$ cat config.mk
export PLATFORM = sky130hd
export DESIGN_NAME = program_loader_flat
export DESIGN_NICKNAME = d
export VERILOG_FILES = /design/src/rtl/program_loader_if.sv /design/src/rtl/program_loader.sv /design/src/flat_wrapper.sv
export SDC_FILE = /design/constraint.sdc
export NUM_CORES = 1
export LEC_CHECK = 0
export ABC_AREA = 1
export ABC_CLOCK_PERIOD_IN_PS = 1800
export CAP_MARGIN = 0
export CORE_UTILIZATION = 40
export DETAILED_ROUTE_END_ITERATION = 16
export PLACE_DENSITY_LB_ADDON = 0.1
export SYNTH_ARGS = -nofsm -noshare
export SYNTH_HDL_FRONTEND = slang
export SYNTH_SLANG_ARGS = --single-unit
$ cat constraint.sdc
create_clock -name Clk -period 1.8 [get_ports Clk]
set_input_delay 0.27 -clock Clk [delete_from_list [all_inputs] [get_ports Clk]]
set_output_delay 0.27 -clock Clk [all_outputs]
set_load 0.03 [all_outputs]
$ cat src/rtl/program_loader_if.sv
// Byte-stream and instruction-memory write bundle between a program source and the loader.
// A byte transfers on a rising edge where ByteValid and ByteReady are both 1; the source holds ByteIn/ByteValid until then.
interface program_loader_if #(
  parameter int ADDR_W = 5,
  parameter int DATA_W = 16
) ();
  logic              Start;
  logic [7:0]        ByteIn;
  logic              ByteValid;
  logic              ByteReady;
  logic [ADDR_W-1:0] IM_Addr;
  logic [DATA_W-1:0] IM_Data;
  logic              IM_Wr;
  logic              ProcReset;
  logic              Done;
  logic              Err;
  logic [ADDR_W:0]   WordCount;
  logic [2:0]        DbgState;

  modport slave (
    input  Start, ByteIn, ByteValid,
    output ByteReady, IM_Addr, IM_Data, IM_Wr, ProcReset, Done, Err, WordCount, DbgState
  );

  modport master (
    output Start, ByteIn, ByteValid,
    input  ByteReady, IM_Addr, IM_Data, IM_Wr, ProcReset, Done, Err, WordCount, DbgState
  );
endinterface

$ cat src/rtl/program_loader.sv
// Framed byte-stream loader: writes [count][hi lo]...[chk] into instruction memory and
// keeps the processor in reset until the XOR checksum of the instruction bytes verifies.
module program_loader #(
  parameter int ADDR_W    = 5,
  parameter int DATA_W    = 16,
  parameter int MAX_WORDS = 32
) (
  input  logic             Clk,
  input  logic             Reset,
  program_loader_if.slave  bus
);

  typedef enum logic [2:0] {
    S_IDLE  = 3'd0,
    S_HI    = 3'd1,
    S_LO    = 3'd2,
    S_WRITE = 3'd3,
    S_CHK   = 3'd4,
    S_RUN   = 3'd5,
    S_ERR   = 3'd6
  } state_t;

  localparam logic [7:0] MAX_BYTE = 8'(MAX_WORDS);

  state_t            state_q, state_d;
  logic [ADDR_W:0]   count_q, count_d;
  logic [ADDR_W-1:0] index_q, index_d;
  logic [7:0]        chk_q, chk_d;
  logic [ADDR_W-1:0] addr_q, addr_d;
  logic [DATA_W-1:0] data_q, data_d;
  logic              wr_q, wr_d;
  logic [ADDR_W:0]   wcnt_q, wcnt_d;
  logic              ready;
  logic              accept;

  assign ready  = (state_q == S_IDLE) || (state_q == S_HI) ||
                  (state_q == S_LO)   || (state_q == S_CHK);
  assign accept = bus.ByteValid && ready;

  always_ff @(posedge Clk or negedge Reset) begin
    if (!Reset) begin
      state_q <= S_IDLE;
      count_q <= '0;
      index_q <= '0;
      chk_q   <= '0;
      addr_q  <= '0;
      data_q  <= '0;
      wr_q    <= 1'b0;
      wcnt_q  <= '0;
    end else begin
      state_q <= state_d;
      count_q <= count_d;
      index_q <= index_d;
      chk_q   <= chk_d;
      addr_q  <= addr_d;
      data_q  <= data_d;
      wr_q    <= wr_d;
      wcnt_q  <= wcnt_d;
    end
  end

  always_comb begin
    state_d = state_q;
    count_d = count_q;
    index_d = index_q;
    chk_d   = chk_q;
    addr_d  = addr_q;
    data_d  = data_q;
    wr_d    = 1'b0;
    wcnt_d  = wcnt_q;

    // Start wins over a byte accepted in the same cycle.
    if (bus.Start) begin
      state_d = S_IDLE;
      count_d = '0;
      index_d = '0;
      chk_d   = '0;
      addr_d  = '0;
      data_d  = '0;
      wcnt_d  = '0;
    end else begin
      unique case (state_q)
        S_IDLE: begin
          if (accept) begin
            count_d = bus.ByteIn[ADDR_W:0];
            if (bus.ByteIn == 8'd0 || bus.ByteIn > MAX_BYTE) begin
              state_d = S_ERR;
            end else begin
              state_d = S_HI;
              index_d = '0;
              chk_d   = '0;
            end
          end
        end
        S_HI: begin
          if (accept) begin
            data_d[DATA_W-1:DATA_W-8] = bus.ByteIn;
            chk_d   = chk_q ^ bus.ByteIn;
            state_d = S_LO;
          end
        end
        S_LO: begin
          if (accept) begin
            data_d[7:0] = bus.ByteIn;
            chk_d   = chk_q ^ bus.ByteIn;
            addr_d  = index_q;
            wr_d    = 1'b1;
            wcnt_d  = {1'b0, index_q} + 1'b1;
            state_d = S_WRITE;
          end
        end
        S_WRITE: begin
          // Last word goes to CHK so index never advances past count-1.
          if ({1'b0, index_q} == count_q - 1'b1) begin
            state_d = S_CHK;
          end else begin
            index_d = index_q + 1'b1;
            state_d = S_HI;
          end
        end
        S_CHK: begin
          if (accept) begin
            state_d = (bus.ByteIn == chk_q) ? S_RUN : S_ERR;
          end
        end
        S_RUN:   state_d = S_RUN;
        S_ERR:   state_d = S_ERR;
        default: state_d = S_IDLE;
      endcase
    end
  end

  assign bus.ByteReady = ready;
  assign bus.IM_Addr   = addr_q;
  assign bus.IM_Data   = data_q;
  assign bus.IM_Wr     = wr_q;
  assign bus.ProcReset = (state_q != S_RUN);
  assign bus.Done      = (state_q == S_RUN);
  assign bus.Err       = (state_q == S_ERR);
  assign bus.WordCount = wcnt_q;
  assign bus.DbgState  = state_q;

endmodule

$ cat src/flat_wrapper.sv
// flat-port wrapper written by rule: the top's interface ports become plain ports
module program_loader_flat 
#(
  parameter int ADDR_W    = 5,
  parameter int DATA_W    = 16,
  parameter int MAX_WORDS = 32
)
  (Clk, Reset, bus_Start, bus_ByteIn, bus_ByteValid, bus_ByteReady, bus_IM_Addr, bus_IM_Data, bus_IM_Wr, bus_ProcReset, bus_Done, bus_Err, bus_WordCount, bus_DbgState);
  program_loader_if #(.ADDR_W(ADDR_W), .DATA_W(DATA_W)) bus_i ();
  input  logic Clk;
  input  logic Reset;
  input wire logic [$bits(bus_i.Start)-1:0] bus_Start;
  input wire logic [$bits(bus_i.ByteIn)-1:0] bus_ByteIn;
  input wire logic [$bits(bus_i.ByteValid)-1:0] bus_ByteValid;
  output wire logic [$bits(bus_i.ByteReady)-1:0] bus_ByteReady;
  output wire logic [$bits(bus_i.IM_Addr)-1:0] bus_IM_Addr;
  output wire logic [$bits(bus_i.IM_Data)-1:0] bus_IM_Data;
  output wire logic [$bits(bus_i.IM_Wr)-1:0] bus_IM_Wr;
  output wire logic [$bits(bus_i.ProcReset)-1:0] bus_ProcReset;
  output wire logic [$bits(bus_i.Done)-1:0] bus_Done;
  output wire logic [$bits(bus_i.Err)-1:0] bus_Err;
  output wire logic [$bits(bus_i.WordCount)-1:0] bus_WordCount;
  output wire logic [$bits(bus_i.DbgState)-1:0] bus_DbgState;
  assign bus_i.Start = bus_Start;
  assign bus_i.ByteIn = bus_ByteIn;
  assign bus_i.ByteValid = bus_ByteValid;
  assign bus_ByteReady = bus_i.ByteReady;
  assign bus_IM_Addr = bus_i.IM_Addr;
  assign bus_IM_Data = bus_i.IM_Data;
  assign bus_IM_Wr = bus_i.IM_Wr;
  assign bus_ProcReset = bus_i.ProcReset;
  assign bus_Done = bus_i.Done;
  assign bus_Err = bus_i.Err;
  assign bus_WordCount = bus_i.WordCount;
  assign bus_DbgState = bus_i.DbgState;
  program_loader #(.ADDR_W(ADDR_W), .DATA_W(DATA_W), .MAX_WORDS(MAX_WORDS)) u_core (.Clk(Clk), .Reset(Reset), .bus(bus_i));
endmodule
### After elaboration in Yosys (flattened, before gate mapping)

Cells that the tools add are included.

* magnitude comparators: 1
* $add $sub $neg: 3
* reductions and logical operators: 20
* multiplexer cells: 35
* equality and inequality tests: 16
* bitwise operators: 1

Operators with widths (number)
* 2-to-1 mux 8 bit: 7
* 2-to-1 mux 6 bit: 6
* 2-to-1 mux 5 bit: 7
* 2-to-1 mux 3 bit: 7
* case mux 3 bit (7 select lines): 1
* 2-to-1 mux 16 bit: 1
* case mux 8 bit (2 select lines): 1
* != test 3 x 2 -> 1 bit, second input constant: 4
* AND reduction 4 bit: 3
* case mux 5 bit (2 select lines): 1
* == test 3 bit, second input constant: 3
* != test 3 bit, second input constant: 3
* == test 8 bit: 1
* > comparator 8 x 6 -> 1 bit, second input constant: 1
* logical NOT 8 bit: 1
* nonzero test 2 bit: 4
* bitwise XOR 8 bit: 1
* adder 5 x 1 -> 6 bit, second input constant: 1
* == test 3 x 2 -> 1 bit, second input constant: 2
* == test 5 x 6 -> 1 bit: 1
* AND reduction 2 bit: 3
* nonzero test 3 bit: 2
* subtractor 6 x 1 -> 6 bit, second input constant: 1
* adder 5 x 1 -> 5 bit, second input constant: 1
* 8 further kinds: 13

* bits of input ports: 12
* register bits after elaboration: 50
* word-level logic and storage cells: 85

### Depth between registers and ports, before layout

* depth after elaboration: 8
* mapped depth: 15
* depth with buffers taken out: 15

### Worst setup path after synthesis

No wires, ideal clock.

* path type: register -> register
* from: register u_core.state_q[2] (netlist: u_core.bus.DbgState[2])
* to: register u_core.state_q[0] (netlist: u_core.bus.DbgState[0])
* library setup time: 0.067 ns
* clock period less this slack: 2.288 ns
* arrival time: 2.221 ns
* path slack: -0.488 ns
* required time: 1.733 ns
* cell stages (with the launch flop): 10
* path through: dfrtp_1 inv_2 nor3_1 inv_1 nand2_1 inv_1 nand2_1 nand3b_1 nand2_1 nand2_1

* elaborated cells between the ends (all ways): 18
* classes of those cells: eq/ne: 10; mux: 2; reduce/logical: 6

RTL lines
* start: declaration: RTL line program_loader.sv:25 `state_t state_q, state_d;`
* start signal: assignment: RTL line program_loader.sv:51 `state_q <= state_d;`
* == test 3 bit
* via bus_Done: RTL line flat_wrapper.sv:20 `output wire logic [$bits(bus_i.Done)-1:0] bus_Done;`
* case mux 3 bit (7 select lines): RTL line program_loader.sv:82 `unique case (state_q)`
* 2-to-1 mux 3 bit: RTL line program_loader.sv:73 `if (bus.Start) begin`

The timed path passes the listed nets, and every way through them passes these cells.
A chain may end at the register's enable or synchronous reset.

### Final worst setup path

* from: register u_core.state_q[0] (netlist: u_core.bus.DbgState[0])
* to: output port bus_DbgState[0]

RTL lines
* end: declaration: RTL line flat_wrapper.sv:23 `output wire logic [$bits(bus_i.DbgState)-1:0] bus_DbgState;`

No word-level cell between the ends.

==> impl_metrics.tcl <==
set metrics [dict create \
    dieArea_um2 6897 \
    p_sw_mw 1.846 \
    combinationalPowerShare_pct 49.0 \
    drc 0 \
    root_buffer "clkbuf_8" \
    dp_hpwl_um 4638 \
    cts_tree "done" \
    tightest_slew_ps 467.1 \
    first_iter_violations 80 \
    dp_worst_setup_slack_ps -84.19 \
    crit_arrival_ps 1430 \
    multi_input_comb_area_um2 1249 \
    start_util_pct 41.38 \
    num-nets-final 415 \
    r2r_slack_ps 140 \
    vias_per_cell 4.839 \
    grt_busiest_layer "met2" \
    drive_above_1_share_pct 20.15 \
    netlist-cell-type-count 27 \
    seqPwrFrac_pct 35.3 \
    synth_edf_count 0 \
    grt_max_degree 51 \
    clock.fmax_mhz 587.1 \
    vias 2318 \
    hold_viol 0 \
    layout.cells.non_filler 479 \
    ys_ff_latch 50 \
    r2r_end "u_core.index_q[1]$_DFFE_PN0P_" \
    fin_tns_setup_ps 0 \
    grt_use_total_pct 19.65 \
    endpoint_kind "output port" \
    p_int_mw 2.375 \
    ys.flop_type "dfrtp_1" \
    antenna_found_initial 0 \
    syn_area_per_cell_um2 7.938 \
    post-route-period-util_pct 94.63 \
    synth_nets 345 \
    leakagePower_nw 1.659 \
    layout_commonest_cell "nand2_1" \
    power_density_nw_per_um2 1213 \
    path_clk_slew_ps 90 \
    synthesis.area_um2 2628 \
    finalSetupViolations 0 \
    cp-start-kind "register" \
    ff_latch_area_um2 1254 \
    r2r-start "u_core.count_q[1]$_DFFE_PN0P_" \
    n_fill_cell 611 \
    gr-usage-met2_pct 32.04 \
    synth-seq-area-share_pct 47.62 \
    std_cell_rows 29 \
    drt_wl_total_um 6288 \
    die_height_um 83.05 \
    cp.required_ps 1530 \
    fp.coreArea_um2 6350 \
    slew_viol_final 0 \
    port_buffers 46 \
    clk_latency_ps 300 \
    crit_family "buffers and inverters" \
    cts_buffer_depth 2 \
    relSlewSlack_pct 68.83 \
    slowest_delay_ps 690 \
    io_pins 47 \
    htreeDepth 2 \
    ant_nets 0 \
    most-common-layout-cells "90 x nand2_1, 48 x dfrtp_1, 39 x clkdlybuf4s50_1" \
    place_inst 469 \
    r2r_cells 12 \
    drt_pass1_iterations 4 \
    wl_per_cell_um 13.13 \
    gp_congestion 0.8078 \
    crit_fanout 7 \
    finalCriticalPeriod_ps 1703 \
    status "finished, final reports clean" \
    met1_usage_pct 26.62 \
    worstSetupPathType "reg -> out" \
    grt_pass1_wl_um 11020 \
    antennaDiodeCount 0 \
    peakVddDrop_uv 693.0 \
    finalClockSkew_ps 4.853 \
    max_cap_viol_count 0 \
    hp-class "in -> async" \
    syn_inst 331 \
    critPathSlowestCell "clkdlybuf4s50_1" \
    clkPwrFrac_pct 15.7 \
    yosys_warnings 0 \
    async_reset_ff_share_pct 100.0 \
    cts_num_sinks 50 \
    grt_pass1_vias 2311 \
    area_growth_pct 32.43 \
    cp_cell_sequence "clkdlybuf4s50_1" \
    use_met3_pct 3.678 \
    cts_inserted_buffers 5 \
    p_sw_share_pct 43.73 \
    setup_ws_ps 96.67 \
    die_x_um 83.05 \
    crit_buf_inv 1 \
    gr-total-overflow 0 \
]
how the worst max path moves through the flow:
stage	depth (start not counted)	slack (ps)	endpoint	startpoint
detailed placement	10	-80	u_core.chk_q[1]$_DFFE_PN0P_	bus_ByteIn[0]
global route	14	-2	u_core.index_q[2]$_DFFE_PN0P_	u_core.count_q[1]$_DFFE_PN0P_
global placement	7	-30	u_core.count_q[5]$_DFFE_PN0P_	u_core.bus.DbgState[0]$_DFFE_PN0P_
CTS	1	3	bus_DbgState[1]	u_core.bus.DbgState[1]$_DFFE_PN0P_
finish	1	100	bus_DbgState[0]	u_core.bus.DbgState[0]$_DFFE_PN0P_
floorplan	6	-10	u_core.bus.DbgState[1]$_DFFE_PN0P_	u_core.bus.DbgState[2]$_DFFE_PN0P_
stage by stage:
stage	power (mW)	util, %	hold slack (ps)	area [um2]
6_report	4.221	54.80	481.6	3480
2_1_floorplan	2.877	-	-25.59	2639
3_5_place_dp	3.495	52.43	284.1	3329
5_1_grt	4.541	54.80	516.0	3480
4_1_cts	4.174	53.97	491.4	3427
3_3_place_gp	3.471	52.43	284.4	3329
routing by layer:
metal	vias up	wire (um)
met2	44	2902
met5	-	0
met1	1070	3094
met4	0	105
li1	1195	-
met3	9	184
final cells by class:
| class | instances | area share, % |
|---|---|---|
| Inverter | 34 | 3.668 |
| Clock buffer | 6 | 2.086 |
| Sequential cell | 50 | 36.03 |
| Multi-Input combinational cell | 238 | 35.89 |
| Tap cell | 77 | 2.769 |
| Clock inverter | 2 | 0.3955 |
| Timing Repair Buffer | 72 | 19.17 |
registers in the layout, indices dropped and copies added (netlist names):
signal	cells
u_core.bus.IM_Data	16
u_core.chk_q	8
u_core.bus.WordCount	6
u_core.count_q	6
u_core.bus.IM_Addr	5
u_core.index_q	5
u_core.bus.DbgState	3
u_core.bus.IM_Wr	1
cell families after synthesis:
logic type	count (synthesis)	synth area share (%)
and+or+nand+nor	180	30.81
AOI/OAI and AO/OA	45	10.24
DFF	50	47.62
adders and majority gates	2	0.9522
xor gates and xnor gates	11	3.667
buffers and inverters	43	6.714
synth_stat cells, types with 3 or more instances:
library cell	n	area share [%]
a21oi_1	6	1.1
buf_2	6	1.1
dfrtp_1	50	48
inv_1	31	4.4
inv_2	3	0.43
nand2_1	95	14
nand3_1	38	7.2
nand3_2	3	1.1
nand4_1	4	0.95
nor2_1	22	3.1
nor3_1	3	0.57
o21ai_0	29	5.5
o21ai_2	8	2.7
or2_2	8	1.9
xnor2_1	10	3.3
power groups by stage:
stage | clock (mW) | sequential [mW] | combinational, mW
6_report | 0.664 | 1.49 | 2.07
5_1_grt | 0.733 | 1.52 | 2.29
4_1_cts | 0.687 | 1.48 | 2.01
3_5_place_dp | 0 | 1.50 | 2.00
3_3_place_gp | 0 | 1.50 | 1.97
2_1_floorplan | 0 | 1.65 | 1.23
repair_timing:
item	CTS	global route
pin swaps	0	4
gates resized for setup	3	19
hold buffers	1	0
setup buffers	0	1
hold endpoints to repair	50	0
endpoints found under the setup margin	8	26
(Power assumes the default switching activity.)
